==> src/rtl/mac_pkg.sv <==
// rtl/mac_pkg.sv - shared instruction bits, FSM encoding and latency helper for the mac_array sequencer
package mac_pkg;

   // Bit positions inside a per-row instruction word
   localparam int INST_LOAD = 0;
   localparam int INST_PASS = 1;
   localparam int INST_SIMD = 3;

   typedef enum logic [1:0] {
      ST_IDLE  = 2'd0,
      ST_LOAD  = 2'd1,
      ST_EXEC  = 2'd2,
      ST_DRAIN = 2'd3
   } state_t;

   // Cycles from a row-0 activation slot until its result sits on out_s
   function automatic int lat_f(input int rows, input int cols);
      return rows + cols + 2;
   endfunction

endpackage

==> src/rtl/skew_pipe.sv <==
// rtl/skew_pipe.sv - reset-clearable W-bit shift register of DEPTH stages
module skew_pipe #(
   parameter int W     = 1,
   parameter int DEPTH = 1
) (
   input  logic         clk,
   input  logic         reset,
   input  logic [W-1:0] d_i,
   output logic [W-1:0] q_o
);

   logic [W-1:0] stage_q [DEPTH];

   // Shift one stage per cycle; a reset empties the whole pipe
   always_ff @(posedge clk) begin
      if (!reset) begin
         for (int i = 0; i < DEPTH; i++) stage_q[i] <= '0;
      end else begin
         stage_q[0] <= d_i;
         for (int i = 1; i < DEPTH; i++) stage_q[i] <= stage_q[i-1];
      end
   end

   assign q_o = stage_q[DEPTH-1];

endmodule

==> src/rtl/mac_array_ctrl.sv <==
// rtl/mac_array_ctrl.sv - weight-load / activation-stream sequencer with row skew for the mac_array
module mac_array_ctrl
   import mac_pkg::*;
#(
   parameter int ROWS    = 8,
   parameter int COLS    = 8,
   parameter int INST_BW = 16,
   parameter int CNT_BW  = 8
) (
   input  logic                    clk,
   input  logic                    reset,
   input  logic                    start,
   input  logic                    cfg_simd,
   input  logic [CNT_BW-1:0]       cfg_nvec,
   input  logic [4*ROWS-1:0]       w_data,
   input  logic                    w_valid,
   output logic                    w_ready,
   input  logic [4*ROWS-1:0]       x_data,
   input  logic                    x_valid,
   output logic                    x_ready,
   output logic [4*ROWS-1:0]       in_w,
   output logic [INST_BW*ROWS-1:0] ii_w,
   output logic                    busy,
   output logic                    done,
   output logic                    out_valid
);

   localparam int LAT     = lat_f(ROWS, COLS);
   localparam int BEAT_W  = $clog2(2*COLS + 1);
   localparam int DRAIN_W = $clog2(LAT + 1);

   state_t              state_q, state_d;
   logic [BEAT_W-1:0]   beat_q, beat_d;
   logic [CNT_BW-1:0]   vec_q, vec_d;
   logic [CNT_BW-1:0]   nvec_q, nvec_d;
   logic [DRAIN_W-1:0]  drain_q, drain_d;
   logic                simd_q, simd_d;
   logic [BEAT_W-1:0]   nload;

   logic [INST_BW-1:0]  inst0;
   logic [4*ROWS-1:0]   data0;
   logic                slot_vld;

   // SIMD mode packs two 2-bit weights per cell, so twice as many load beats
   assign nload = simd_q ? BEAT_W'(2*COLS) : BEAT_W'(COLS);

   // State and job registers
   always_ff @(posedge clk) begin
      if (!reset) begin
         state_q <= ST_IDLE;
         beat_q  <= '0;
         vec_q   <= '0;
         nvec_q  <= '0;
         drain_q <= '0;
         simd_q  <= 1'b0;
      end else begin
         state_q <= state_d;
         beat_q  <= beat_d;
         vec_q   <= vec_d;
         nvec_q  <= nvec_d;
         drain_q <= drain_d;
         simd_q  <= simd_d;
      end
   end

   // Next state: ready is a function of state, so valid alone marks a beat taken
   always_comb begin
      state_d = state_q;
      beat_d  = beat_q;
      vec_d   = vec_q;
      nvec_d  = nvec_q;
      drain_d = drain_q;
      simd_d  = simd_q;
      case (state_q)
         ST_IDLE: begin
            if (start) begin
               state_d = ST_LOAD;
               simd_d  = cfg_simd;
               nvec_d  = cfg_nvec;
               beat_d  = '0;
               vec_d   = '0;
            end
         end
         ST_LOAD: begin
            if (w_valid) begin
               beat_d = beat_q + 1'b1;
               if (beat_q == nload - 1'b1) begin
                  beat_d  = '0;
                  drain_d = '0;
                  state_d = (nvec_q == '0) ? ST_DRAIN : ST_EXEC;
               end
            end
         end
         ST_EXEC: begin
            if (x_valid) begin
               vec_d = vec_q + 1'b1;
               if (vec_q == nvec_q - 1'b1) begin
                  drain_d = '0;
                  state_d = ST_DRAIN;
               end
            end
         end
         ST_DRAIN: begin
            drain_d = drain_q + 1'b1;
            if (drain_q == DRAIN_W'(LAT - 1)) begin
               drain_d = '0;
               state_d = ST_IDLE;
            end
         end
         default: state_d = ST_IDLE;
      endcase
   end

   // Outputs and the row-0 slot (instruction, data, result-valid marker)
   always_comb begin
      w_ready  = 1'b0;
      x_ready  = 1'b0;
      busy     = (state_q != ST_IDLE);
      done     = 1'b0;
      inst0    = '0;
      data0    = '0;
      slot_vld = 1'b0;
      case (state_q)
         ST_LOAD: begin
            w_ready           = 1'b1;
            inst0[INST_SIMD]  = simd_q;
            if (w_valid) begin
               inst0[INST_LOAD] = 1'b1;
               data0            = w_data;
            end
         end
         ST_EXEC: begin
            x_ready          = 1'b1;
            inst0[INST_PASS] = 1'b1;
            inst0[INST_SIMD] = simd_q;
            if (x_valid) begin
               data0    = x_data;
               slot_vld = 1'b1;
            end
         end
         ST_DRAIN: begin
            inst0[INST_PASS] = 1'b1;
            inst0[INST_SIMD] = simd_q;
            done             = (drain_q == DRAIN_W'(LAT - 1));
         end
         default: ;
      endcase
   end

   // Row r sees the instruction r cycles late and its own data nibble one cycle after that
   for (genvar r = 0; r < ROWS; r++) begin : g_row
      if (r == 0) begin : g_ii0
         assign ii_w[0 +: INST_BW] = inst0;
      end else begin : g_iin
         skew_pipe #(.W(INST_BW), .DEPTH(r)) u_ii (
            .clk   (clk),
            .reset (reset),
            .d_i   (inst0),
            .q_o   (ii_w[r*INST_BW +: INST_BW])
         );
      end
      skew_pipe #(.W(4), .DEPTH(r + 1)) u_in (
         .clk   (clk),
         .reset (reset),
         .d_i   (data0[r*4 +: 4]),
         .q_o   (in_w[r*4 +: 4])
      );
   end

   skew_pipe #(.W(1), .DEPTH(LAT)) u_vld (
      .clk   (clk),
      .reset (reset),
      .d_i   (slot_vld),
      .q_o   (out_valid)
   );

endmodule
==> config.mk <==
export PLATFORM = sky130hd
export DESIGN_NAME = mac_array_ctrl
export DESIGN_NICKNAME = d
export VERILOG_FILES = /design/src/rtl/mac_pkg.sv /design/src/rtl/skew_pipe.sv /design/src/rtl/mac_array_ctrl.sv
export SDC_FILE = /design/constraint.sdc
export NUM_CORES = 1
export LEC_CHECK = 0
export ABC_AREA = 1
export BUFFER_PORTS_ARGS = -buffer_cell sky130_fd_sc_hd__buf_2
export CORE_MARGIN = 2
export CORE_UTILIZATION = 57
export DETAILED_ROUTE_END_ITERATION = 8
export GPL_ROUTABILITY_DRIVEN = 0
export PLACE_DENSITY_LB_ADDON = 0.3
export REMOVE_ABC_BUFFERS = 1
export SYNTH_ARGS = -nofsm -noshare
export SYNTH_HDL_FRONTEND = slang
export SYNTH_HIERARCHICAL = 1
export SYNTH_SLANG_ARGS = --single-unit
export TNS_END_PERCENT = 10
==> constraint.sdc <==
create_clock -name clk -period 1.8 [get_ports clk]
set_input_delay 0.36 -clock clk [delete_from_list [all_inputs] [get_ports clk]]
set_output_delay 0.36 -clock clk [all_outputs]
set_load 0.005 [all_outputs]
==> impl_metrics.tcl, run 1 <==
set metrics [dict create \
    dr.pass1.iters 4 \
    clkTransAtPathRegs_ns 0.06 \
    hold_class "primary input to register" \
    criticalPathCategory "register to output port" \
    io-pin-count 243 \
    drive_gt1_frac 0.166 \
    finalCritPeriodShare 1.09 \
    fin_area_mm2 0.0237 \
    most-common-layout-cells "nand2_1, dfxtp_1, inv_1" \
    cts_made_buffers 59 \
    clockRootBuffer "clkbuf_16" \
    violations "negative setup slack" \
    grt_pass1_vias 11335 \
    finClkSkew_ns 0.0120 \
    r2r_slack_ns -0.06 \
    r2r_cells 14 \
    hold_depth 3 \
    initial_core_util 0.573 \
    cp-end-kind "output port" \
    cts_max_level 2 \
    layout_commonest_cell "nand2_1" \
    grtUsageTotal 0.157 \
    grt_pass1_wl_um 48000 \
    max_cap_violations 0 \
    drtIter0Drc 450 \
    hold_viol_final 0 \
    die_x_um 192 \
    register_area_mm2 0.0128 \
    irDropWorstVdd_mv 0.794 \
    fin_hold_ws_ns 0.0485 \
    yosys.cell_types.count 34 \
    drcViolationCount 0 \
    dieArea_mm2 0.0370 \
    cp_max_fo 5 \
    max_freq_mhz 510 \
    min_from "cfg_nvec[6]" \
    die_h_um 192 \
    grt_antenna_before_repair 0 \
    critPathLaunchType "register" \
    fp-row-count 69 \
    place_ws_ns -0.00376 \
    n_antenna_cell 0 \
    worst_slew_pin_slew_ns 0.525 \
    ys_ff_latch 639 \
    clk_latency_ns 0.58 \
    final-max-slew-violation-count 0 \
    finalPower_mw 30.3 \
    syn-cell-area_mm2 0.0202 \
    min_period_ns 1.96 \
    cts_max_path_buffers 3 \
    wirelength_um 28900 \
    synth_area_per_cell_um2 8.66 \
    ys_seq_area_frac 0.632 \
    hold_end "nvec_q[6]$_SDFFE_PN0P_" \
    syn_to_final_growth_pct 17.1 \
    dp_hpwl_um 17200 \
    status "finished with violations" \
    finalWorstSetupSlack_ns -0.161 \
    n_fill_cell 2755 \
    final_core_util 0.672 \
    r2r-end "drain_q[4]$_SDFFE_PN0P_" \
    vias 12604 \
    drtAntennaViolNets 0 \
    vias_per_cell 4.04 \
    cp.arrival_ns 1.60 \
    rsz0062_at_grt "yes" \
    gr-total-overflow 0 \
    grt_max_degree 123 \
    r2r-start "nvec_q[0]$_SDFFE_PN0P_" \
    p_leak_nw 15.1 \
    ys_warn_count 6 \
    synthCells 2338 \
    port_buffers 229 \
    clock_sinks 639 \
    placed_cell_area_mm2 0.0214 \
    cp.required_ns 1.44 \
    core_mm2 0.0353 \
    cts_tree "yes" \
    multiInputGateArea_mm2 0.00425 \
    routedWlPerCell_um 9.25 \
    layout.nets 2700 \
    p_per_area_mw_per_mm2 1280 \
    setup_viol 11 \
    critPathLaunch "drain_q[0]$_SDFFE_PN0P_" \
    slew-limit-headroom 0.648 \
]
[worst max-delay path, stage by stage (launching register included)]
cell	delay [ns]
dfxtp_4	0.38
ha_4	0.15
nand2_4	0.05
nor4_4	0.26
buf_2	0.17
[kinds of logic (layout without fill, tap and decap cells)]
group,count (synthesis),in the layout,share of synthesized area
xor+xnor,8,8,0.00346
buf+inv,801,1020,0.183
other cells,1,104,0.000185
flops,639,639,0.632
fa+ha+maj,10,10,0.00618
simple gates,799,799,0.155
compound gates,80,80,0.0206
[synthesized netlist by cell type, drive strengths merged]
| cell type | number | area [µm²] |
|---|---|---|
| o211a | 1 | 10.0 |
| nor4 | 3 | 18.8 |
| xor2 | 5 | 43.8 |
| a211oi | 1 | 7.51 |
| dfxtp | 639 | 12800 |
| conb | 1 | 3.75 |
| nor3 | 3 | 15.0 |
| a21oi | 59 | 295 |
| buf | 144 | 1230 |
| inv | 647 | 2430 |
| o21ai | 17 | 88.8 |
| xnor2 | 3 | 26.3 |
| ha | 10 | 125 |
| o41ai | 1 | 8.76 |
| nand3 | 22 | 110 |
| nand4 | 2 | 12.5 |
| nor2 | 30 | 130 |
| nand2 | 735 | 2830 |
| or2 | 4 | 25.0 |
| a31oi | 1 | 6.26 |
| clkbuf | 10 | 37.5 |
[what timing repair did]
item	in CTS	in global routing
pin swaps	2	0
hold endpoints to repair	1	0
setup endpoints to repair	12	17
setup buffers	5	0
hold buffers	1	0
gates resized for setup	37	4
gates cloned	2	0
[worst max path at each step]
stage                                              to  slack [ns]
4_1_cts                                          done       -0.20
3_3_place_gp                  drain_q[1]$_SDFFE_PN0P_        0.12
3_5_place_dp                   beat_q[3]$_SDFFE_PN0P_      -0.004
6_report                                         done       -0.16
2_1_floorplan  g_row[3].u_in/stage_q[0][0]$_SDFF_PN0_        0.04
5_1_grt                                          done       -0.24
[per-layer routing]
metal / track usage / vias up / part of all wire
met4: 0.0711 / 0 / 0.030
met2: 0.279 / 302 / 0.48
li1: - / 6862 / -
met3: 0.0426 / 67 / 0.064
met1: 0.175 / 5373 / 0.42
met5: 0 / - / 0
[state kept, by name (all words and copies together) (netlist names)]
register / count
u_vld/stage_q: 18
drain_q: 5
state_q: 2
nvec_q: 8
g_row.g_iin.u_ii/stage_q: 448
g_row.u_in/stage_q: 144
beat_q: 5
simd_q: 1
vec_q: 8
[area by class of cell]
cell class                      count  area share
Clock buffer                       86      0.0742
Clock inverter                     23      0.0120
Inverter                          647       0.103
Multi-Input combinational cell   1001       0.179
Sequential cell                   639       0.540
Tap cell                          461      0.0243
Timing Repair Buffer              264      0.0681
[power breakdown]
group          internal, mW  total, mW  switching (mW)
Sequential             14.7       14.9           0.215
Clock                  7.63       12.6            4.98
Combinational          1.08       2.75            1.68
[through the flow]
step | std cells | setup TNS [ns]
floorplan | 2287 | 0
global placement | 3004 | 0
detailed placement | 3004 | -0.00535
CTS | 3121 | -0.848
global route | 3121 | -2.42
finish | 3121 | -0.679
Note: power is estimated with default switching activity, not from simulation.
==> inputs of run 2 (changes only) <==
MAX_ROUTING_LAYER = met4   (was default)
==> run 2 against run 1 <==
- highest routed layer unchanged
- critical path type unchanged
- clock skew about the same
- maximum frequency is 0.80% higher
- combinational power about the same
- the flow still finishes with violations (negative setup slack)
- largest cell class unchanged
==> impl_metrics.tcl, run 2 (synthesis results as in run 1) <==
set metrics [dict create \
    grt_max_degree 123 \
    die_x_um 192 \
    routedWlPerCell_um 9.24 \
    grt_pass1_vias 11323 \
    gr-total-overflow 0 \
    dp_hpwl_um 17200 \
    core_mm2 0.0353 \
    clkTransAtPathRegs_ns 0.06 \
    die_h_um 192 \
    n_fill_cell 2755 \
    max_cap_violations 0 \
    layout.nets 2700 \
    worst_slew_pin_slew_ns 0.528 \
    drtAntennaViolNets 0 \
    slew-limit-headroom 0.646 \
    hold_viol_final 0 \
    grt_antenna_before_repair 0 \
    instances_no_fill 3121 \
    fp-row-count 69 \
    multiInputGateArea_mm2 0.00425 \
    initial_core_util 0.573 \
    grtUsageTotal 0.162 \
    max_freq_mhz 514 \
    place_ws_ns -0.00376 \
    grt_pass1_wl_um 48100 \
    critPathLaunchType "register" \
    violations "negative setup slack" \
    cp.required_ns 1.44 \
    drcViolationCount 0 \
    io-pin-count 243 \
    cts_max_path_buffers 3 \
    drtIter0Drc 426 \
    drive_gt1_frac 0.166 \
    dp_cells 3004 \
    min_period_ns 1.95 \
    most-common-layout-cells "nand2_1, dfxtp_1, inv_1" \
    wirelength_um 28800 \
    rsz0062_at_grt "yes" \
    port_buffers 229 \
    largestRegisters "g_row.g_iin.u_ii/stage_q: 448 flops, g_row.u_in/stage_q: 144 flops, u_vld/stage_q: 18 flops" \
    cp-end-kind "output port" \
    layout_commonest_cell "nand2_1" \
    register_area_mm2 0.0128 \
    fin_hold_ws_ns 0.0472 \
    finalCritPeriodShare 1.08 \
    cts_tree "yes" \
    dieArea_mm2 0.0370 \
    clockRootBuffer "clkbuf_16" \
    hold_class "primary input to register" \
    vias_per_cell 4.04 \
    final-max-slew-violation-count 0 \
    cp_max_fo 10 \
    p_leak_nw 15.1 \
    clock_sinks 639 \
    largest_reg_flops 448 \
    syn_to_final_growth_pct 17.1 \
    setup_viol 12 \
    dr.pass1.iters 5 \
    irDropWorstVdd_mv 0.789 \
    p_per_area_mw_per_mm2 1280 \
    vias 12598 \
    cp.arrival_ns 1.59 \
    criticalPathCategory "register to output port" \
    cts_max_level 2 \
    finClkSkew_ns 0.0120 \
    n_antenna_cell 0 \
    cts_made_buffers 59 \
    status "finished with violations" \
    largest-register "g_row.g_iin.u_ii/stage_q" \
    finalWorstSetupSlack_ns -0.146 \
    clk_latency_ns 0.59 \
]
-- run 2: cell counts in the layout (fill, tap and decap cells not counted) --
No cell type changed its count.
-- run 2: repair_timing --
| item | 4_1_cts | 5_1_grt |
|---|---|---|
| endpoints found under the setup margin | 12 | 17 |
| pin swaps | 2 | 0 |
| gates cloned | 2 | 0 |
| resized for setup | 37 | 4 |
| setup buffers | 5 | 0 |
| hold endpoints to repair | 1 | 0 |
| hold buffers | 1 | 0 |
-- run 2: layout make-up --
class	instances	area share
Sequential cell	639	0.540
Multi-Input combinational cell	1001	0.179
Inverter	647	0.103
Clock buffer	86	0.0742
Timing Repair Buffer	264	0.0681
Tap cell	461	0.0243
Clock inverter	23	0.0120
-- run 2: per-layer routing --
| layer | vias up | track usage | wire [µm] |
|---|---|---|---|
| met3 | 80 | 0.0413 | 1860 |
| met2 | 288 | 0.278 | 13900 |
| li1 | 6860 | - | - |
| met4 | 0 | 0.0711 | 890 |
| met1 | 5370 | 0.177 | 12200 |
| met5 | - | - | 0 |
-- run 2: worst paths after layout --
path,start,slack [ns],cells past startpoint,end
min,cfg_nvec[6],0.05,3,nvec_q[6]$_SDFFE_PN0P_
max reg2reg,nvec_q[0]$_SDFFE_PN0P_,-0.08,14,drain_q[4]$_SDFFE_PN0P_
max,state_q[1]$_SDFFE_PN0P_,-0.15,6,ii_w[0]
min reg2reg,g_row[6].g_iin.u_ii/stage_q[0][73]$_SDFF_PN0_,0.40,2,g_row[6].g_iin.u_ii/stage_q[0][89]$_SDFF_PN0_
-- run 2: critical path, cell delays in order, from the launching register on --
cell and delay (ns):
dfxtp_4 0.39, inv_4 0.06, ha_4 0.16, nand2_2 0.07, inv_2 0.05, buf_12 0.14, buf_6 0.11
-- run 2: where the power goes --
group	switching, mW	internal, mW	total (mW)	leakage (nW)
Sequential	0.216	14.7	14.9	5.20
Combinational	1.67	1.08	2.75	8.86
Clock	4.99	7.63	12.6	1.02
-- run 2: metrics by stage --
step                area, µm²  TNS (ns)  power (mW)  utilization
finish                  23700    -0.774        30.3        0.672
detailed placement      21400  -0.00535        17.6        0.606
global placement        21400         0        17.4        0.606
CTS                     23700    -0.848        30.5        0.671
floorplan               19400         0        16.6            -
global route            23700     -2.41        31.6        0.672
